==> src/rtl/seg_pkg.sv <==
// Shared seven-segment constants: bit positions within seg and the 0..F glyph table.
package seg_pkg;

  localparam int SEG_A  = 0;
  localparam int SEG_G  = 6;
  localparam int SEG_DP = 7;

  typedef logic [6:0] seg7_t;

  localparam seg7_t SEG_BLANK = 7'h00;

  // Active-high a..g patterns indexed by nibble value.
  localparam seg7_t SEG_TABLE [16] = '{
    7'h3F, 7'h06, 7'h5B, 7'h4F, 7'h66, 7'h6D, 7'h7D, 7'h07,
    7'h7F, 7'h6F, 7'h77, 7'h7C, 7'h39, 7'h5E, 7'h79, 7'h71
  };

endpackage

==> src/rtl/seg_encode.sv <==
// Combinational nibble to a..g lookup; nibbles above 9 go dark unless hex_en.
module seg_encode
  import seg_pkg::*;
(
  input  logic [3:0] nibble,
  input  logic       hex_en,
  output logic [6:0] segs
);

  always_comb begin
    segs = SEG_TABLE[nibble];
    if (nibble > 4'd9 && !hex_en) segs = SEG_BLANK;
  end

endmodule

==> src/rtl/seg_scan_driver.sv <==
// Multiplexed seven-segment scanner with shadow/display registers that commit
// only at frame wrap, so a new value never appears half-drawn.
module seg_scan_driver
  import seg_pkg::*;
#(
  parameter int NUM_DIGITS     = 4,
  parameter int SCAN_DIV       = 1000,
  parameter int HEX_EN         = 0,
  parameter int LZB_EN         = 1,
  parameter int SEG_ACTIVE_LOW = 0,
  parameter int DIG_ACTIVE_LOW = 0
) (
  input  logic                    clk,
  input  logic                    reset,
  input  logic                    load,
  input  logic [4*NUM_DIGITS-1:0] value,
  input  logic [NUM_DIGITS-1:0]   dp_in,
  input  logic                    blank,
  output logic [7:0]              seg,
  output logic [NUM_DIGITS-1:0]   dig,
  output logic                    frame_start,
  output logic                    pending
);

  localparam int IDX_W = (NUM_DIGITS > 1) ? $clog2(NUM_DIGITS) : 1;
  localparam int CNT_W = $clog2(SCAN_DIV);
  localparam logic [7:0] SEG_OFF = (SEG_ACTIVE_LOW != 0) ? 8'hFF : 8'h00;
  localparam logic [NUM_DIGITS-1:0] DIG_OFF =
    (DIG_ACTIVE_LOW != 0) ? {NUM_DIGITS{1'b1}} : {NUM_DIGITS{1'b0}};

  logic [CNT_W-1:0]        cnt;
  logic [IDX_W-1:0]        idx;
  logic [4*NUM_DIGITS-1:0] shadow_val, disp_val;
  logic [NUM_DIGITS-1:0]   shadow_dp, disp_dp;
  logic                    rst_q;
  logic                    slot_end, wrap;
  logic [3:0]              nibble;
  logic                    lead_zero;
  logic [6:0]              enc;
  logic [7:0]              seg_raw;
  logic [NUM_DIGITS-1:0]   dig_raw;

  assign slot_end = (cnt == CNT_W'(SCAN_DIV - 1));
  assign wrap     = slot_end && (idx == IDX_W'(NUM_DIGITS - 1));

  always_ff @(posedge clk) begin
    if (reset) begin
      cnt         <= '0;
      idx         <= '0;
      shadow_val  <= '0;
      shadow_dp   <= '0;
      disp_val    <= '0;
      disp_dp     <= '0;
      pending     <= 1'b0;
      frame_start <= 1'b0;
    end else begin
      cnt         <= slot_end ? '0 : cnt + CNT_W'(1);
      if (slot_end) idx <= wrap ? '0 : idx + IDX_W'(1);
      frame_start <= wrap;
      // Commit takes the pre-edge shadow, so a simultaneous load waits a frame.
      if (wrap) begin
        disp_val <= shadow_val;
        disp_dp  <= shadow_dp;
      end
      if (load) begin
        shadow_val <= value;
        shadow_dp  <= dp_in;
        pending    <= 1'b1;
      end else if (wrap) begin
        pending    <= 1'b0;
      end
    end
  end

  // Select the scanned nibble and decide whether it is a leading zero.
  always_comb begin
    nibble    = 4'h0;
    lead_zero = 1'b1;
    for (int i = 0; i < NUM_DIGITS; i++) begin
      if (IDX_W'(i) == idx) nibble = disp_val[4*i +: 4];
      if (IDX_W'(i) >= idx && disp_val[4*i +: 4] != 4'h0) lead_zero = 1'b0;
    end
    if (idx == '0 || LZB_EN == 0) lead_zero = 1'b0;
  end

  seg_encode u_encode (
    .nibble (nibble),
    .hex_en (1'(HEX_EN != 0)),
    .segs   (enc)
  );

  // Digit is dark for the first clock of every slot to hide segment switching.
  always_comb begin
    seg_raw                = 8'h00;
    seg_raw[SEG_G:SEG_A]   = lead_zero ? SEG_BLANK : enc;
    seg_raw[SEG_DP]        = disp_dp[idx];
    dig_raw                = '0;
    if (cnt != '0 && !blank) dig_raw[idx] = 1'b1;
  end

  always_ff @(posedge clk) begin
    rst_q <= reset;
    if (reset || rst_q) begin
      seg <= SEG_OFF;
      dig <= DIG_OFF;
    end else begin
      seg <= seg_raw ^ SEG_OFF;
      dig <= dig_raw ^ DIG_OFF;
    end
  end

endmodule

==> config.mk <==
export PLATFORM = sky130hd
export DESIGN_NAME = seg_scan_driver
export DESIGN_NICKNAME = d
export VERILOG_FILES = /design/src/rtl/seg_pkg.sv /design/src/rtl/seg_encode.sv /design/src/rtl/seg_scan_driver.sv
export SDC_FILE = /design/constraint.sdc
export NUM_CORES = 1
export LEC_CHECK = 0
export BUFFER_PORTS_ARGS = -buffer_cell sky130_fd_sc_hd__buf_2
export CAP_MARGIN = 10
export CORE_ASPECT_RATIO = 0.5
export CORE_UTILIZATION = 29
export DETAILED_ROUTE_END_ITERATION = 10
export PLACE_DENSITY_LB_ADDON = 0.25
export SYNTH_ARGS = -nofsm -noshare
export SYNTH_HDL_FRONTEND = slang
export SYNTH_SLANG_ARGS = --single-unit
==> constraint.sdc <==
create_clock -name clk -period 4.31 [get_ports clk]
set_input_delay 0.862 -clock clk [delete_from_list [all_inputs] [get_ports clk]]
set_output_delay 0.862 -clock clk [all_outputs]
set_load 0.01 [all_outputs]
; Word level (Yosys, flattened, before mapping)
; Memories as Yosys holds them, arrays and structs flattened. A register that Yosys moved wholly into a read port is not among the register bits.
; Cells that the tools add are included.
; W data, S select, Z words.
[totals]
elab_cells = 63
input_bits = 24
mem_count = 1
romBits = 112
reg_bits = 60
[op_classes]
mux = 16
magnitude_cmp = 7
bitwise_logic = 2
eq_ne = 5
add_sub_neg = 2
n_reduce_logical = 19
[memory_table]
columns = name, depth, width, rd, rd_clocked_by_memory_dff, write_ports, line
row1 = (name not given), 16, 7, 1, 1, 0, seg_encode.sv:11  ; segs = SEG_TABLE[nibble];
[ops]
columns = cell, n
row1 = $mux W4, 4
row2 = $reduce_bool A4 Y1, 4
row3 = $add A10 B1 Y10 const B, 1
row4 = $eq A10 B10 Y1 const B, 1
row5 = $reduce_bool A10 Y1, 1
row6 = $mux W1, 9
row7 = $logic_and A1 B1 Y1, 7
row8 = $not A4 Y5, 1
row9 = $eq A2 B2 Y1 const A, 2
row10 = $ge A1 B2 Y1 const A, 2
row11 = $ge A2 B2 Y1 const A, 2
row12 = $gt A4 B4 Y1 const B, 1
row13 = $reduce_or A2 Y1, 2
row14 = $lt A2 B3 Y1 const B, 1
row15 = $reduce_or A3 Y1, 1
row16 = $add A2 B1 Y2 const B, 1
row17 = $bmux W1 S2, 1
row18 = $demux W1 S2, 1
row19 = $eq A1 B2 Y1 const A, 1
row20 = $eq A2 B2 Y1 const B, 1
row21 = $ge A2 B1 Y1 const B, 1
row22 = $logic_not A2 Y1, 1
row23 = $mux W2, 1
row24 = $reduce_bool A2 Y1, 1
row25 = other kinds (3), 3

; Logic depth before layout (Yosys ltp)
; Gate-level depths: netlist (run 1).
[depth]
depth_word = 8
depth_mapped = 10
mapped_depth_nobuf = 9

; Hierarchy
; Synthesis (run 1) repeated with hierarchy kept, for this count alone.
[hier_totals]
hier_cells = 353
hier_area_um2 = 3165.5
[modules_own_cells]
columns = module, area_per_inst_um2, instances, seq_area_each_um2, cells_per_inst
row1 = seg_scan_driver, 2845.2, 1, 1341.3, 307
row2 = seg_encode, 320.3, 1, 0.0, 46

; Least setup slack after synthesis (run 1)
; No wires, ideal clock.
[synth_path]
kind = register to register
from = reg idx[0]
to = reg seg[1]
setup_time_ps = 149
path_slack_ps = 1638
path_stages_with_launch = 11
n_path_buf = 2
period_less_slack_ps = 2672
arrival_time_ps = 2523
required_time_ps = 4161
cell_sequence = dfxtp_1 ha_1 buf_2 buf_2 a211oi_1 a221oi_1 inv_1 ha_1 o21a_1 o221ai_2 a221oi_1
[synth_via]
elab_chain_len = 8
elab_cells_between_ends = 24
cone_classes = 5 x order compare / 3 x eq/ne / 9 x mux / 1 x bitwise / 6 x reduce/logical
[synth_rtl]
columns = item, line
row1 = "start, declared", seg_scan_driver.sv:32  ; logic [IDX_W-1:0] idx;
row2 = "start signal, assigned", seg_scan_driver.sv:58  ; if (slot_end) idx <= wrap ? '0 : idx + IDX_W'(1);
row3 = branches (longest 8 deep; another with $gt A4 B4 Y1), --
row4 = "end, declared", seg_scan_driver.sv:19  ; output logic [7:0] seg,
; Parallel ways; which one is timed is not known.
; A chain may end at the register's enable or synchronous reset.

; Final worst setup path (run 1)
; Same ends and word-level chain as after synthesis.

==> out/metrics.csv, run 1 <==
metric,value,unit
post-CTS setup buffers,0,
share of cells above drive strength 1,16.00,%
core area,0.009478,mm2
die height,71.92,um
Placer Congestion,0.7707,
Layout area overhead,18.71,%
die area,0.01020,mm2
Num CTS Buffers,9,
"Net Count, Synth",352,
Gate Count Post-Synth,314,
Clk Tree Root Cell,clkbuf_16,
"CTS clk-pin slew, worst paths",0.05,ns
top_reg_cell synth,dfxtp_1,
CP Launch Type,flop,
clock buffer depth,2,
DRC Markers,0,
vias in the first global route,2025,
crit end category,flop,
synthesis-stage register bit count,67,
GRT Overall Usage,12.72,%
Final Hold Vio Count,0,
min-delay worst type,flop to flop,
Syn Area/Cell,9.029,um2
worst-skew pair later-pin latency,0.33,ns
# setup viols final,0,
gr ovfl total,0,
WS Path Type,flop to flop,
vias,2117,
HPWL Detailed,4.132,mm
Critical Path RT,4.48,ns
Ys Warns,0,
Peak VDD IR,0.1728,mV
Buffers & Inverters on Critical Path,1,
# diodes,0,
"Async S/R FF share, synth",0,%
Initial DRC Count,116,
Setup Skew,0.004497,ns
Fmax,0.3186,GHz
Post-Syn Area,0.002835,mm2
minimum clock period,3.139,ns
Layout Nets,383,
Post-synth EDFFs,0,
TritonRoute pass-1 iters,4,
first-pass GRT wire length,9.846,mm
Post-Route WL,5.912,mm
Post-CTS Hold Fix Bufs,0,
Max H-tree Level,3,
IO Count,38,
Worst-Margin Slew,0.9123,ns
critical path's top delay family,compound AO/OA/AOI/OAI gates,
cell breakdown of the critical path,ha_1 > a211oi_1 > a221oi_1 > inv_1 > ha_1 > o21a_1 > o221ai_2 > a221oi_1,
Placed Area,0.003110,mm2
RSZ-0062 raised after global routing,no,
# resized after CTS,0,
Arrival @ worst endpoint,3.31,ns
Slew Limit Fails,0,
cell row count,25,
period utilization,72.83,%
largest net degree at the start of global routing,51,
max-cap violation count,0,
initial antenna violation count,0,
Die W,141.8,um
register area share after synthesis,47.31,%
total power,1.341,mW
leakage dissipation,1.336,nW
Buffers on Ports,37,
average routed wire per standard cell,12.19,um
slowest cell on the critical path,a221oi_1,
max incr delay on CP,0.72,ns
CTS tree,built,
PD cells,398.4,mW/mm2
post-synthesis cell type count,40,
Crit Path Max Fanout,17,
setup_tns,0,ns
"Design Area, Final",0.003366,mm2
clock tree sinks,67,
Initial Util,29.91,%
vias per cell,4.365,
"antenna viol nets, final",0,
status,finished clean,
relative slew slack,39.18,%
[state kept, by name (all words and copies together) (netlist names)]
| signal | cells |
|---|---|
| cnt | 10 |
| dig | 4 |
| disp_dp | 4 |
| disp_val | 16 |
| frame_start | 1 |
| idx | 2 |
| pending | 1 |
| rst_q | 1 |
| seg | 8 |
| shadow_dp | 4 |
| shadow_val | 16 |
[power by group]
part	switching [mW]	internal, mW	total (mW)
Combinational	0.0316	0.0274	0.0590
Clock	0.248	0.386	0.634
Sequential	0.00935	0.638	0.648
Total	0.289	1.05	1.34
[path summary, 6_finish.rpt]
path	startpoint	endpoint	slack [ns]	cells after the start
max	idx[0]	seg[1]	1.17	8
min	shadow_dp[3]	disp_dp[3]	0.45	2
max reg2reg	idx[0]	seg[1]	1.17	8
min reg2reg	shadow_dp[3]	disp_dp[3]	0.45	2
[cells in the final DEF, fill, tap and decap left out, types with 2 or more instances in the layout]
| cell type | count |
|---|---|
| a211oi_1 | 4 |
| a21oi_1 | 28 |
| a221o_1 | 2 |
| a221oi_1 | 3 |
| a221oi_2 | 2 |
| and2_1 | 6 |
| buf_2 | 37 |
| clkbuf_1 | 4 |
| clkbuf_16 | 9 |
| clkinv_2 | 3 |
| dfxtp_1 | 67 |
| ha_1 | 14 |
| inv_1 | 14 |
| mux2i_1 | 20 |
| nand2_1 | 49 |
| nand3_1 | 4 |
| nand3b_1 | 3 |
| nand4_1 | 2 |
| nor2_1 | 42 |
| nor3_1 | 5 |
| nor3b_1 | 4 |
| nor4_1 | 3 |
| o211ai_1 | 2 |
| xnor2_1 | 7 |
[stage by stage]
stage / hold slack, ns / setup slack (ns) / std cells / utilization (%)
floorplan: 0.4258 / 1.638 / 314 / -
global placement: 0.4415 / 1.269 / 469 / 32.82
detailed placement: 0.4491 / 1.157 / 469 / 32.82
CTS: 0.4567 / 1.126 / 485 / 35.51
global route: 0.4749 / 0.8782 / 485 / 35.51
finish: 0.4520 / 1.171 / 485 / 35.51
[cell type report]
type                    count  area [um2]
fillers                   970        6112
inverters                  14       52.55
clock inverters             3       15.01
repair buffers             37       185.2
clock buffers              13       240.2
multi-input cells         216        1363
flip-flops and latches     67        1341
well taps                 135       168.9
[synthesized netlist by cell type, types with 3 or more instances]
cell type | n | share of area, %
nor2_1 | 42 | 5.6
nor3b_1 | 4 | 1.1
nor3_1 | 5 | 0.88
nand3b_1 | 3 | 0.79
dfxtp_1 | 67 | 47
a211oi_1 | 4 | 1.1
a21oi_1 | 28 | 4.9
a221oi_1 | 3 | 0.93
xnor2_1 | 7 | 2.2
nand2_1 | 49 | 6.5
nand3_1 | 4 | 0.71
nor4_1 | 3 | 0.66
mux2i_1 | 20 | 7.1
ha_1 | 14 | 6.2
buf_1 | 4 | 0.53
clkbuf_1 | 6 | 0.79
buf_2 | 6 | 1.1
inv_1 | 14 | 1.9
and2_1 | 6 | 1.3
[worst register-to-register path: cells and delay by family (launching register included)]
family	cells	cell delay [ns]
flip-flops	1	0.46
AO/OA/AOI/OAI	5	1.46
adder cells (fa/ha/maj)	2	0.86
buffers and inverters	1	0.22
[cell families (layout without fill, tap and decap cells)]
group / after synthesis / in the layout / share of synthesized area (%)
AND/OR/NAND/NOR: 125 / 125 / 20.21
flip-flops: 67 / 67 / 47.31
AO/OA/AOI/OAI: 48 / 48 / 11.34
buffers and inverters: 31 / 67 / 4.634
multiplexers: 21 / 21 / 7.855
adder cells (fa/ha/maj): 14 / 14 / 6.178
XOR/XNOR: 8 / 8 / 2.471
[layer usage]
layer	vias up	part of all wire (%)	GRT usage (%)
met5	-	0	0
met4	0	1.3	5.376
met3	9	4.0	4.554
met2	24	41	18.72
met1	965	54	16.93
li1	1119	-	-
No activity file was read; power rests on OpenSTA's default activity.
==> inputs of run 2 (changes only) <==
Clock period 4.31 ns to 3.1 ns, I/O delays scaled along.
==> out/metrics.csv, run 2 (same netlist as run 1, synthesis figures left out) <==
metric,value,unit,change
Initial DRC Count,123,,+6.0%
logic gate share of total power,4.3,%,about the same
period utilization,82.45,%,+9.6 points
Worst Hold Path Cells,2,,unchanged
biggest regs,"disp_val x16, shadow_val x16, cnt x10",,
failing checks,design-rule violations,,
CTS tree,built,,
worst reg2reg startpoint,idx[0],,
gr ovfl total,0,,unchanged
Num CTS Buffers,9,,unchanged
setup_tns,0,ns,unchanged
"antenna viol nets, final",0,,unchanged
Crit Path Max Fanout,9,,-8
# setup viols final,0,,unchanged
Worst-Margin Slew,0.8990,ns,-0.01333 ns
slowest cell on the critical path,dfxtp_1,,
PD cells,570.5,mW/mm2,+43%
status,finished with violations,,
sw frac,20.24,%,-1.3 points
WHS Endpoint,disp_dp[1],,
relative slew slack,38.52,%,-0.66 points
largest net degree at the start of global routing,50,,-2.0%
Max H-tree Level,3,,unchanged
vias in the first global route,1966,,-2.9%
RSZ-0062 raised after global routing,no,,
cell breakdown of the critical path,inv_1 > ha_1 > nor3b_1 > a221oi_1 > inv_1 > ha_1 > o21a_1 > o221ai_2 > a221oi_1,,
Die W,141.8,um,unchanged
hold path start,shadow_dp[1],,
Fillers,1005,,+3.6%
die height,71.92,um,unchanged
final core utilization,36.12,%,+0.61 points
WS Path Type,flop to flop,,
critical path's top delay family,compound AO/OA/AOI/OAI gates,,
"most common cell after layout, fill and taps aside",dfxtp_1,,
Setup Skew,0.006183,ns,+0.001686 ns
Peak VDD IR,0.2273,mV,+32%
Arrival @ worst endpoint,2.73,ns,-0.58 ns
Clock power frac,49.6,%,+2.3 points
Critical Path RT,3.27,ns,-1.21 ns
R2R setup slack,0.54,ns,-0.63 ns
internal power,1.558,mW,+48%
Layout area overhead,20.74,%,
Worst R2R Path Depth,9,,+1
Clk Tree Root Cell,clkbuf_16,,
die area,0.01020,mm2,unchanged
max incr delay on CP,0.47,ns,-0.25 ns
clock tree sinks,67,,unchanged
minimum clock period,2.556,ns,-0.5830 ns
leakage dissipation,1.371,nW,+2.6%
vias per cell,4.458,,+2.1%
"Design Area, Final",0.003423,mm2,+1.7%
CP Launch Type,flop,,
Placed Area,0.003141,mm2,+0.97%
most frequent cells in the layout,"67 x dfxtp_1, 49 x nand2_1, 42 x nor2_1, 37 x buf_2, 28 x a21oi_1",,
average routed wire per standard cell,12.10,um,-0.75%
DRC Markers,2,,+2
GRT Overall Usage,12.48,%,-0.24 points
first-pass GRT wire length,9.701,mm,-1.5%
core area,0.009478,mm2,unchanged
Buffers & Inverters on Critical Path,2,,+1
vias,2171,,+2.6%
# diodes,0,,unchanged
# resized after CTS,0,,unchanged
Final Hold Vio Count,0,,unchanged
Worst R2R End,seg[1],,
initial antenna violation count,0,,unchanged
HPWL Detailed,4.146,mm,+0.34%
final hold slack,0.4534,ns,+0.001321 ns
Post-CTS Hold Fix Bufs,0,,unchanged
Slew Limit Fails,0,,unchanged
crit end category,flop,,
cell row count,25,,unchanged
share of cells above drive strength 1,17.33,%,+1.3 points
Post-Route WL,5.892,mm,-0.34%
Initial Util,29.91,%,unchanged
Flop pwr share,46.1,%,-2.2 points
TritonRoute pass-1 iters,8,,+4
Critical path origin,idx[0],,
Layout Nets,387,,+1.0%
Buffers on Ports,37,,unchanged
total power,1.953,mW,+46%
clock buffer depth,2,,unchanged
max-cap violation count,0,,unchanged
net switching power,395.4,uW,+37%
worst-skew pair later-pin latency,0.33,ns,about the same
Placer Congestion,0.7884,,+2.3%
min-delay worst type,flop to flop,,
"CTS clk-pin slew, worst paths",0.05,ns,about the same
IO Count,38,,unchanged
Fmax,0.3913,GHz,+23%
post-CTS setup buffers,0,,unchanged
run 2: layout make-up:
cell class	count	area, um2	share of cell area, %
Tap cell	135	168.9	4.934
Clock buffer	11	242.7	7.091
Clock inverter	3	40.04	1.170
Multi-Input combinational cell	216	1363	39.80
Inverter	14	52.55	1.535
Sequential cell	67	1341	39.18
Timing Repair Buffer	41	215.2	6.287
run 2: power groups by stage:
stage | clock (mW) | sequential (mW) | combinational [mW]
2_1_floorplan | 0 | 0.918 | 0.0514
3_3_place_gp | 0 | 0.919 | 0.0836
3_5_place_dp | 0 | 0.918 | 0.0843
4_1_cts | 0.997 | 0.900 | 0.0846
5_1_grt | 1.03 | 0.903 | 0.0935
6_report | 0.969 | 0.901 | 0.0830
run 2: metal layers:
metal	share of wire, %	GRT usage, %	vias to the layer above
met2	41	18.01	31
met4	1.3	4.301	0
met1	53	16.88	1000
met3	4.8	5.017	7
met5	0	0	-
li1	-	-	1133
run 2: metrics by stage:
step                worst slack (ns)  std cells
floorplan                     0.4281        314
global placement              0.6149        473
detailed placement            0.5490        473
CTS                           0.5332        487
global route                  0.3227        487
finish                        0.5441        487
run 2: worst max path at each step:
stage	cells past startpoint	slack (ns)	to
floorplan	10	0.43	seg[1]
global placement	9	0.61	seg[1]
detailed placement	9	0.55	seg[1]
CTS	9	0.53	seg[1]
global route	9	0.32	seg[1]
finish	9	0.54	seg[1]
run 2: worst reg2reg max path, delay by kind of cell (launching register included):
| family | cells | cell delay, ns |
|---|---|---|
| DFF | 1 | 0.47 |
| buffers and inverters | 2 | 0.27 |
| and+or+nand+nor | 1 | 0.18 |
| adders and majority gates | 2 | 0.55 |
| AOI/OAI and AO/OA | 4 | 0.93 |
